File: src/rtl/lcd_hd44780_rx.sv
// rtl/lcd_hd44780_rx.sv - HD44780 4/8-bit write-bus receiver with 2x16 DDRAM image
// Optional busy timer and busy_err are compiled in with LCD_RX_BUSY_CHECK_EN.
module lcd_hd44780_rx #(
  parameter int unsigned MIN_E_HIGH   = 12,
  parameter int unsigned EXEC_CYCLES  = 2000,
  parameter int unsigned CLEAR_CYCLES = 82000
) (
  input  logic       qzt_clk,
  input  logic       rst_n,
  input  logic [1:0] lcd_flags,
  input  logic [3:0] lcd_data,
  input  logic [4:0] rd_addr,
  output logic [7:0] rd_char,
  output logic [4:0] cursor,
  output logic       display_on,
  output logic       four_bit_mode,
  output logic       byte_valid,
  output logic       byte_rs,
  output logic [7:0] byte_out,
  output logic       busy,
  output logic       short_pulse_err,
  output logic       busy_err
);

  localparam int CW = $clog2(MIN_E_HIGH + 1);
  localparam logic [CW-1:0] EMAX = CW'(MIN_E_HIGH);

  logic [1:0] flags_s1_q, flags_s2_q;
  logic [3:0] data_s1_q, data_s2_q;
  logic       e_d_q;
  logic [CW-1:0] ecnt_q, ecnt_d;
  logic       hold_rs_q, hold_rs_d;
  logic [3:0] hold_db_q, hold_db_d;
  logic       nib_ok_q, nib_ok_d, nib_rs_q, nib_rs_d;
  logic [3:0] nib_db_q, nib_db_d;
  logic       short_err_q, short_err_d;
  logic       phase_hi_q, phase_hi_d;
  logic [3:0] hi_nib_q, hi_nib_d;
  logic       four_bit_q, four_bit_d;
  logic       valid_q, valid_d, rs_q, rs_d;
  logic [7:0] out_q, out_d;
  logic [4:0] cursor_q, cursor_d;
  logic       id_q, id_d, disp_q, disp_d;
  logic [7:0] mem_q [32];
  logic [7:0] mem_d [32];
  logic       e_s, e_fall;

  assign e_s    = flags_s2_q[0];
  assign e_fall = e_d_q & ~e_s;

  always_comb begin
    ecnt_d      = '0;
    hold_rs_d   = hold_rs_q;
    hold_db_d   = hold_db_q;
    nib_ok_d    = 1'b0;
    nib_rs_d    = nib_rs_q;
    nib_db_d    = nib_db_q;
    short_err_d = short_err_q;
    phase_hi_d  = phase_hi_q;
    hi_nib_d    = hi_nib_q;
    four_bit_d  = four_bit_q;
    valid_d     = 1'b0;
    rs_d        = rs_q;
    out_d       = out_q;
    cursor_d    = cursor_q;
    id_d        = id_q;
    disp_d      = disp_q;
    mem_d       = mem_q;

    // Track the last high-cycle bus values so the falling edge can use them.
    if (e_s) begin
      ecnt_d    = (ecnt_q == EMAX) ? ecnt_q : ecnt_q + 1'b1;
      hold_rs_d = flags_s2_q[1];
      hold_db_d = data_s2_q;
    end

    if (e_fall) begin
      if (ecnt_q < EMAX) begin
        short_err_d = 1'b1;
      end else begin
        nib_ok_d = 1'b1;
        nib_rs_d = hold_rs_q;
        nib_db_d = hold_db_q;
      end
    end

    if (nib_ok_q) begin
      if (!four_bit_q) begin
        valid_d = 1'b1;
        rs_d    = nib_rs_q;
        out_d   = {nib_db_q, 4'hF};
      end else if (phase_hi_q) begin
        hi_nib_d   = nib_db_q;
        phase_hi_d = 1'b0;
      end else begin
        valid_d    = 1'b1;
        rs_d       = nib_rs_q;
        out_d      = {hi_nib_q, nib_db_q};
        phase_hi_d = 1'b1;
      end
    end

    if (valid_q) begin
      if (rs_q) begin
        mem_d[cursor_q] = out_q;
        cursor_d        = id_q ? cursor_q + 5'd1 : cursor_q - 5'd1;
      end else if (out_q[7]) begin
        cursor_d = {out_q[6], out_q[3:0]};
      end else if (out_q[6]) begin
        cursor_d = cursor_q;
      end else if (out_q[5]) begin
        four_bit_d = ~out_q[4];
        phase_hi_d = 1'b1;
      end else if (out_q[4]) begin
        cursor_d = cursor_q;
      end else if (out_q[3]) begin
        disp_d = out_q[2];
      end else if (out_q[2]) begin
        id_d = out_q[1];
      end else if (out_q[1]) begin
        cursor_d = 5'd0;
      end else if (out_q[0]) begin
        for (int i = 0; i < 32; i++) mem_d[i] = 8'h20;
        cursor_d = 5'd0;
        id_d     = 1'b1;
      end
    end
  end

  always_ff @(posedge qzt_clk or negedge rst_n) begin
    if (!rst_n) begin
      flags_s1_q  <= '0;
      flags_s2_q  <= '0;
      data_s1_q   <= '0;
      data_s2_q   <= '0;
      e_d_q       <= 1'b0;
      ecnt_q      <= '0;
      hold_rs_q   <= 1'b0;
      hold_db_q   <= '0;
      nib_ok_q    <= 1'b0;
      nib_rs_q    <= 1'b0;
      nib_db_q    <= '0;
      short_err_q <= 1'b0;
      phase_hi_q  <= 1'b1;
      hi_nib_q    <= '0;
      four_bit_q  <= 1'b0;
      valid_q     <= 1'b0;
      rs_q        <= 1'b0;
      out_q       <= 8'h00;
      cursor_q    <= 5'd0;
      id_q        <= 1'b1;
      disp_q      <= 1'b0;
      for (int i = 0; i < 32; i++) mem_q[i] <= 8'h20;
    end else begin
      flags_s1_q  <= lcd_flags;
      flags_s2_q  <= flags_s1_q;
      data_s1_q   <= lcd_data;
      data_s2_q   <= data_s1_q;
      e_d_q       <= e_s;
      ecnt_q      <= ecnt_d;
      hold_rs_q   <= hold_rs_d;
      hold_db_q   <= hold_db_d;
      nib_ok_q    <= nib_ok_d;
      nib_rs_q    <= nib_rs_d;
      nib_db_q    <= nib_db_d;
      short_err_q <= short_err_d;
      phase_hi_q  <= phase_hi_d;
      hi_nib_q    <= hi_nib_d;
      four_bit_q  <= four_bit_d;
      valid_q     <= valid_d;
      rs_q        <= rs_d;
      out_q       <= out_d;
      cursor_q    <= cursor_d;
      id_q        <= id_d;
      disp_q      <= disp_d;
      mem_q       <= mem_d;
    end
  end

`ifdef LCD_RX_BUSY_CHECK_EN
  localparam int BW = $clog2(CLEAR_CYCLES + 1);
  logic [BW-1:0] busy_cnt_q, busy_cnt_d;
  logic          busy_err_q, busy_err_d;

  always_comb begin
    busy_cnt_d = busy_cnt_q;
    busy_err_d = busy_err_q;
    if (valid_q) begin
      if (busy_cnt_q != '0) busy_err_d = 1'b1;
      busy_cnt_d = (!rs_q && out_q >= 8'h01 && out_q <= 8'h03) ?
                   BW'(CLEAR_CYCLES) : BW'(EXEC_CYCLES);
    end else if (busy_cnt_q != '0) begin
      busy_cnt_d = busy_cnt_q - 1'b1;
    end
  end

  always_ff @(posedge qzt_clk or negedge rst_n) begin
    if (!rst_n) begin
      busy_cnt_q <= '0;
      busy_err_q <= 1'b0;
    end else begin
      busy_cnt_q <= busy_cnt_d;
      busy_err_q <= busy_err_d;
    end
  end

  assign busy     = (busy_cnt_q != '0);
  assign busy_err = busy_err_q;
`else
  logic unused_timing;
  assign unused_timing = EXEC_CYCLES[0] ^ CLEAR_CYCLES[0];
  assign busy     = 1'b0;
  assign busy_err = 1'b0;
`endif

  assign rd_char         = mem_q[rd_addr];
  assign cursor          = cursor_q;
  assign display_on      = disp_q;
  assign four_bit_mode   = four_bit_q;
  assign byte_valid      = valid_q;
  assign byte_rs         = rs_q;
  assign byte_out        = out_q;
  assign short_pulse_err = short_err_q;

endmodule

File: config.mk
export PLATFORM = sky130hd
export DESIGN_NAME = lcd_hd44780_rx
export DESIGN_NICKNAME = d
export VERILOG_FILES = /design/src/rtl/lcd_hd44780_rx.sv
export SDC_FILE = /design/constraint.sdc
export NUM_CORES = 1
export LEC_CHECK = 0
export BUFFER_PORTS_ARGS = -buffer_cell sky130_fd_sc_hd__clkbuf_2
export CORE_MARGIN = 3
export CORE_UTILIZATION = 55
export CTS_CLUSTER_DIAMETER = 40
export DETAILED_ROUTE_END_ITERATION = 7
export GPL_TIMING_DRIVEN = 0
export PLACE_DENSITY = 0.68
export SYNTH_ARGS = -nofsm -noshare
export SYNTH_HDL_FRONTEND = slang
export SYNTH_SLANG_ARGS = --single-unit
File: constraint.sdc
create_clock -name qzt_clk -period 4.4 [get_ports qzt_clk]
set_input_delay 0.66 -clock qzt_clk [delete_from_list [all_inputs] [get_ports qzt_clk]]
set_output_delay 0.66 -clock qzt_clk [all_outputs]
set_load 0.01 [all_outputs]
* After elaboration in Yosys (flattened, before gate mapping)
Index checks and enable logic that the tools add are counted.
** Operators by class
- Multiplexer cells :: 46
- Div/mod/pow operators :: 0
- Reductions and logical operators :: 13
- Add/subtract/negate cells :: 3
- Order comparisons :: 4
- Equality and inequality tests :: 16
- Shift-type cells :: 0
- Bitwise operators :: 11
- $mul :: 0
** Operators with widths (number)
- two-way mux 256 bit :: 9
- bitwise mux 256 bit :: 1
- two-way mux 5 bit :: 10
- binary-select mux 8 bit (select 5 bit) :: 1
- demux 8 bit (select 5 bit) :: 1
- two-way mux 8 bit :: 5
- != test 2 bit, second input constant :: 9
- AND reduction 9 bit :: 2
- two-way mux 1 bit :: 17
- != test 3 x 2 -> 1 bit, second input constant :: 5
- AND reduction 7 bit :: 2
- greater-or-equal comparator 6 bit, second input constant :: 2
- NOT 5 -> 6 bit :: 2
- two-way mux 4 bit :: 2
- NOT 1 bit :: 8
- < comparator 6 x 1 -> 1 bit, second input constant :: 1
- AND reduction 2 bit :: 3
- adder 5 x 1 -> 5 bit, second input constant :: 1
- AND reduction 5 bit :: 1
- subtractor 5 x 1 -> 5 bit, second input constant :: 1
- adder 4 x 1 -> 4 bit, second input constant :: 1
- == test 4 bit, second input constant :: 1
- < comparator 4 bit, second input constant :: 1
- nonzero test 2 bit :: 2
- 5 further kinds :: 5
** Storage, ports and cells
- Logic and storage cells :: 146
- Input bits :: 13
- RAM bits :: 0
- Memories :: 0
- Bits in latches :: 0
- Output and inout port bits :: 28
- Bits in read-only memories :: 0
- Flip-flop bits (word level) :: 308

* Depth between registers and ports, before layout
Gate-level depths: netlist of the first run.
- Depth after elaboration :: 9
- Mapped depth :: 8

* Least setup slack after synthesis of the first run
No wires, ideal clock.
- Path kind :: input-to-output
- Start point :: in rd_addr[2]
- End point :: out rd_char[0]
- Stages :: 5
- Setup slack :: 1.669 ns
- Data arrival time :: 2.071 ns
- Path through :: clkbuf_1 buf_1 mux4_2 o22ai_1 nor4_1
** On the way
- Word-level cells in the longest chain between the ends :: 4
** RTL lines
- from (decl) :: RTL line 12 : input logic [4:0] rd_addr,
- NOT 5 -> 6 bit (implied by the code) :: RTL line 216 : assign rd_char = mem_q[rd_addr];
- binary-select mux 8 bit (select 5 bit) :: RTL line 216
- two-way mux 8 bit (implied by the code) (2 in series) :: RTL line 216
- to (decl) :: RTL line 13 : output logic [7:0] rd_char,
Every way passes these cells. The select of a mux whose other input is x is not followed.

* Worst setup path after layout of the first run
- Start point :: in rd_addr[2]
- End point :: out rd_char[7]
The elaborated chain is that of the path after synthesis.

==> results.ini, run 1 <==
[layout]
regArea_um2 = 7750
area_delta_synth_final_pct = 14.5
fin_cells = 2215
diodes = 0
fillers = 2380
final_layout_size_suffix_gt1_share_pct = 14.6
final_cell_mix = 289 x nand2_1, 274 x dfrtp_1, 221 x nor2_1, 220 x a21oi_1, 160 x o21ai_1
final_common_cell = nand2_1
multi_input_area_um2 = 7470
nNetsFinal = 1820

[synthesis]
synth_xor_area_share_pct = 0.111
yosysUniqueCellTypes = 46
synth_top_family_by_area = compound AO/OA/AOI/OAI gates
syn_area_per_cell_um2 = 9.22
synthArstFlopShare_pct = 100
syn_area_um2 = 15800
yosys_register_bits = 308
synthSimpleGateAreaFrac_pct = 15.5
synth_compound_area_share_pct = 16.7
yosysWarnings = 0
yosysTopAreaCell = dfrtp_1
synthCells = 1717
ys.flop_type = dfrtp_1
yosys.area_share.adder_pct = 0.600
muxShareOfSynthArea_pct = 14.2
synth.area.top_cells = dfrtp_1 43%, mux4_2 9.1%, a21oi_1 7.0%, nand2_1 6.8%, dfstp_2 5.6%
ys_seq_area_share_pct = 48.9
synth_edf_count = 0
synthDominantCellAreaShare_pct = 43.3

[placement]
place_inst = 2131
hpwl_mm = 34.1
detailedPlace.worstSlack_ns = 0.449
gp_congestion = 0.895
io_buffers = 33

[sta]
finalSetupViolations = 0
slew_headroom_pct = 28.1
fin_crit_sh_pct = 93.3
fin_ws_ns = 0.293
rsz0062_at_grt = false
timing.final.max_slew_violations = 0
tightest_slew_ns = 1.08
finalCriticalPeriod_ns = 4.11
timing.final.hold_violations = 0
max_freq_ghz = 0.243
skew_ns = 0.0170

[worst_setup_path]
worst-r2r-setup-slack_ns = 1.63
r2r-end = mem_q[109]
crit_arrival_ns = 3.45
crit_required_ns = 3.74
critPathLaunchType = input port
path_max_fanout = 10
r2r_cells = 7
crit_type = input port to output port
crit_path_end_kind = output port
timing.rr.start = cursor[1]

[detailed_routing]
via_per_inst = 6.30
dr.pass1.iters = 5
remaining_drc_errors = 0
wirelength_mm = 50.1
drtAntennaViolNets = 0
routedWlPerCell_um = 22.6
drt-initial-drc-count = 1676
vias = 13900

[global_routing]
grt_pass1_vias = 13400
antenna_found_initial = 0
grt_usage_pct = 32.6
globalRoute.totalOverflow = 0
grt_first_pass_wirelength_mm = 78.2
grt_max_degree = 109

[clock_tree]
cts-root-buf = clkbuf_16
cts_setup_buffers = 0
ctsResizeCount = 0
numClockSinks = 308
tritoncts = built
cts.path.max_buffers = 3
numCtsBuffers = 45
clkTransAtPathRegs_ns = 0.05
cts-hold-fix-buffers = 0
htreeDepth = 2
clk-insertion-delay-late_ns = 0.54

[die]
dieArea_um2 = 30900
start_util_pct = 56.4
io_pins = 41
fp-row-count = 61
fp.dieH_um = 176
fp.coreArea_um2 = 28100
fp.dieW_um = 176

[min_path]
hold_path_class = input port to flip-flop
worstHoldPathCells = 1
hold_start = lcd_flags[0]
min_to = flags_s1_q[0]

[power_and_ir_drop]
p_leak_nw = 7.02
vdd.ir_drop.worst_mv = 0.348
power_mw = 6.85
power_density_nw_per_um2 = 378

[status]
status = completed

[run]
maxCapViolCount = 0

-- through the flow --
| step | cell area, µm² | hold slack (ns) | setup TNS, ns | util [%] |
|---|---|---|---|---|
| after global placement | 16500 | 0.333 | -1185.87 | 58.7 |
| after CTS | 18100 | 0.204 | 0 | 64.5 |
| final | 18100 | 0.222 | 0 | 64.5 |
| after detailed placement | 16500 | 0.336 | 0 | 58.9 |
| after floorplan | 15800 | 0.331 | 0 | - |
| after global routing | 18100 | 0.206 | 0 | 64.5 |
-- cell usage after synthesis, types with 3 or more instances --
library cell / count
a21oi_1: 220
a31oi_1: 3
and2_1: 8
buf_1: 14
buf_2: 30
buf_4: 5
clkbuf_1: 92
dfrtp_1: 274
dfstp_2: 34
ha_1: 6
inv_1: 9
mux2_2: 11
mux2i_1: 69
mux4_2: 64
nand2_1: 289
nand2b_1: 5
nand3_1: 15
nand3b_1: 6
nor2_1: 221
nor2_2: 9
nor2b_1: 10
nor3_1: 3
nor3b_1: 6
nor4_1: 8
o21ai_0: 87
o21ai_1: 160
o22ai_1: 32
or3_1: 4
-- layer usage --
metal / share of wire, % / GRT usage, % / up-vias
li1: - / - / 6163
met1: 41 / 46.8 / 6944
met2: 45 / 49.2 / 688
met3: 8.6 / 5.14 / 149
met4: 5.0 / 15.2 / 0
met5: 0 / 0 / -
-- power by group --
part / switching [mW] / internal (mW)
clock network: 1.37 / 2.40
logic: 0.153 / 0.0628
registers: 0.00765 / 2.85
total: 1.53 / 5.32
-- logic make-up after synthesis --
kind of cell	after synthesis
and+or+nand+nor	593
AOI/OAI and AO/OA	512
DFF	308
buffers and inverters	150
muxes	144
adders and majority gates	7
xor gates and xnor gates	2
other	1
-- registers in the layout, summed over array words and instances, names as in the netlist, 2 cells and up --
register / flops
byte_out: 8
cursor: 5
data_s1_q: 4
data_s2_q: 4
ecnt_q: 4
flags_s1_q: 2
flags_s2_q: 2
hi_nib_q: 4
hold_db_q: 4
mem_q: 256
nib_db_q: 4
-- critical path, stage by stage --
cell and delay (ns):
clkbuf_1 0.64, buf_1 0.78, mux4_2 0.38, o22ai_1 0.11, nor4_1 0.62, clkbuf_2 0.25
-- area by class of cell --
class / count / area share (%)
clock inverter: 24 / 1.70
sequential: 308 / 42.8
clock buffer: 60 / 7.03
timing repair buffer: 35 / 1.26
tap: 378 / 2.61
inverter: 9 / 0.186
buffer: 141 / 3.23
multi-input combinational: 1260 / 41.2
-- worst max path at each step --
stage / start / to / slack [ns] / cells after the start
after CTS: rd_addr[2] / rd_char[7] / 0.45 / 6
after global routing: rd_addr[2] / rd_char[7] / 0.31 / 6
after detailed placement: rd_addr[2] / rd_char[7] / 0.45 / 6
after floorplan: rd_addr[2] / rd_char[0] / 1.67 / 5
final: rd_addr[2] / rd_char[7] / 0.29 / 6
after global placement: rst_n / data_s1_q[2] / -4.15 / 1
Power figures use the tool's default switching activity.
==> inputs of run 2 (changes only) <==
==> config.mk (replaced) <==
export PLATFORM = sky130hd
export DESIGN_NAME = lcd_hd44780_rx
export DESIGN_NICKNAME = d
export VERILOG_FILES = /design/src/rtl/lcd_hd44780_rx.sv
export SDC_FILE = /design/constraint.sdc
export NUM_CORES = 1
export LEC_CHECK = 0
export CORE_MARGIN = 3
export CORE_UTILIZATION = 55
export CTS_CLUSTER_DIAMETER = 40
export DETAILED_ROUTE_END_ITERATION = 7
export DONT_BUFFER_PORTS = 1
export GPL_TIMING_DRIVEN = 0
export PLACE_DENSITY = 0.66
export SYNTH_ARGS = -nofsm -noshare
export SYNTH_HDL_FRONTEND = slang
export SYNTH_SLANG_ARGS = --single-unit
==> constraint.sdc (replaced) <==
create_clock -name qzt_clk -period 3.85 [get_ports qzt_clk]
set_input_delay 0.5775 -clock qzt_clk [delete_from_list [all_inputs] [get_ports qzt_clk]]
set_output_delay 0.5775 -clock qzt_clk [all_outputs]
set_load 0.01 [all_outputs]
==> results.ini, run 2 (synthesis results as in run 1) <==
[status]
status = finished with violations  ; was completed
violations = hold timing, setup timing

[clock_tree]
numCtsBuffers = 47  ; was 45
ctsResizeCount = 0  ; unchanged
clk-insertion-delay-late_ns = 0.56  ; was 0.54 ns
cts.path.max_buffers = 3  ; unchanged
tritoncts = built  ; unchanged
cts_setup_buffers = 0  ; unchanged
cts-root-buf = clkbuf_16  ; unchanged
clkTransAtPathRegs_ns = 0.05  ; about the same
numClockSinks = 308  ; unchanged
htreeDepth = 2  ; unchanged

[power_and_ir_drop]
power_density_nw_per_um2 = 440  ; was 378 nW/µm²
vdd.ir_drop.worst_mv = 0.370  ; was 0.348 mV
comb_power_share_pct = 2.1  ; was 3.2%
p_leak_nw = 6.89  ; was 7.02 nW
p_sw_mw = 1.75  ; was 1.53 mW
p_sw_share_pct = 22.1  ; was 22.4%
p_clk_share_pct = 56.6  ; was 55.1%
seqPwrFrac_pct = 41.3  ; was 41.7%
internal-power_mw = 6.16  ; was 5.32 mW

[layout]
stdcell_area_um2 = 18000  ; was 18100 µm²
diodes = 0  ; unchanged
final_cell_mix = 289 x nand2_1, 274 x dfrtp_1, 221 x nor2_1, 220 x a21oi_1, 160 x o21ai_1  ; unchanged
nNetsFinal = 1787  ; was 1820
fin_cells = 2183  ; was 2215
regMostFlops = mem_q  ; unchanged
largest_register_ffs = 256  ; unchanged
utilization_pct = 64.0  ; was 64.5%
final_layout_size_suffix_gt1_share_pct = 13.4  ; was 14.6%
final_common_cell = nand2_1  ; unchanged
area_delta_synth_final_pct = 13.5  ; was 14.5%

[placement]
gp_congestion = 0.889  ; was 0.895
hpwl_mm = 33.7  ; was 34.1 mm
place_inst = 2096  ; was 2131
placed_area_um2 = 16300  ; was 16500 µm²
io_buffers = 0  ; was 33

[detailed_routing]
drtAntennaViolNets = 0  ; unchanged
remaining_drc_errors = 0  ; unchanged
dr.pass1.iters = 6  ; was 5
wirelength_mm = 50.6  ; was 50.1 mm
drt-initial-drc-count = 1762  ; was 1676
routedWlPerCell_um = 23.2  ; was 22.6 µm
vias = 13800  ; was 13900
via_per_inst = 6.32  ; was 6.30

[sta]
skew_ns = 0.0241  ; was 0.0170 ns
fin_ws_ns = -0.0317  ; was 0.293 ns
tightest_slew_ns = 1.12  ; was 1.08 ns
finalCriticalPeriod_ns = 3.88
timing.final.hold_violations = 284  ; was 0
rsz0062_at_grt = false  ; unchanged
timing.final.max_slew_violations = 0  ; unchanged
max_freq_ghz = 0.258
whs_ns = -0.274  ; was 0.222 ns
fin_crit_sh_pct = 101
finalSetupViolations = 4  ; was 0
slew_headroom_pct = 25.3  ; was 28.1%

[die]
fp.coreArea_um2 = 28100  ; unchanged
fp.dieW_um = 176  ; unchanged
fp.dieH_um = 176  ; unchanged
io_pins = 41  ; unchanged
dieArea_um2 = 30900  ; unchanged
start_util_pct = 56.4  ; unchanged
fp-row-count = 61  ; unchanged

[global_routing]
grt_max_degree = 309  ; was 109
grt_pass1_vias = 13100  ; was 13400
globalRoute.totalOverflow = 0  ; unchanged
antenna_found_initial = 0  ; unchanged
grt_usage_pct = 32.9  ; was 32.6%
grt_first_pass_wirelength_mm = 78.2  ; about the same

[worst_setup_path]
critPathLaunchType = input port  ; unchanged
crit_arrival_ns = 3.30  ; was 3.45 ns
crit_type = input port to output port  ; unchanged
crit_path_end_kind = output port  ; unchanged
path_max_fanout = 10  ; unchanged
r2r_cells = 7  ; unchanged
crit_required_ns = 3.27  ; was 3.74 ns

[min_path]
hold_path_class = input port to async pin  ; was input port to flip-flop

[run]
maxCapViolCount = 0  ; unchanged

## run 2: cell count changes in the layout (fill, tap and decap cells not counted)
cell,delta
clkbuf_2,-32
clkbuf_1,-4
clkbuf_8,+3
inv_6,+3
buf_16,-2
clkbuf_16,+2
bufinv_16,-1
clkinv_2,-1
clkinv_4,+1
clkinvlp_4,-1
## run 2: power by group through the flow
stage	Sequential [mW]	Combinational, mW	Clock, mW
after floorplan	3.32	0.107	0
after global placement	3.32	0.160	0
after detailed placement	3.32	0.161	0
after CTS	3.27	0.162	4.51
after global routing	3.27	0.171	4.67
final	3.27	0.166	4.48
## run 2: critical path: stages
cell and delay (ns):
clkbuf_1 0.61, buf_1 0.80, mux4_2 0.39, o22ai_1 0.15, nor4_1 0.77
## run 2: stage by stage
step	setup WS, ns	setup TNS [ns]	power [mW]
6_report	-0.0317	-0.0800	7.91
5_1_grt	0.0297	0	8.10
4_1_cts	0.0218	0	7.94
3_5_place_dp	0.0145	0	3.48
3_3_place_gp	-0.0459	-0.0651	3.48
2_1_floorplan	1.28	0	3.43
## run 2: worst paths after layout
path	from	endpoint	slack, ns
worst max-delay path	rd_addr[2]	rd_char[0]	-0.03
worst min-delay path	rst_n	mem_q[67]	-0.27
worst max register to register	cursor[1]	mem_q[109]	1.07
worst min register to register	data_s1_q[1]	data_s2_q[1]	0.35
max in group asynchronous	rst_n	mem_q[142]	3.62
min in group qzt_clk	lcd_flags[0]	flags_s1_q[0]	0.06
## run 2: layout make-up
class	count	area (µm²)
Buffer	141	586
Clock buffer	62	1370
Clock inverter	25	302
Fill cell	2339	10100
Inverter	9	33.8
Multi-Input combinational cell	1260	7470
Sequential cell	308	7750
Tap cell	378	473
## run 2: routing by layer
layer	part of all wire [%]	track usage, %	vias up	wire [µm]
met3	10	7.11	139	5050
li1	-	-	6105	-
met1	41	47.5	6803	20800
met2	45	49.6	742	22800
met5	0	0	-	0
met4	4.0	12.0	0	2020
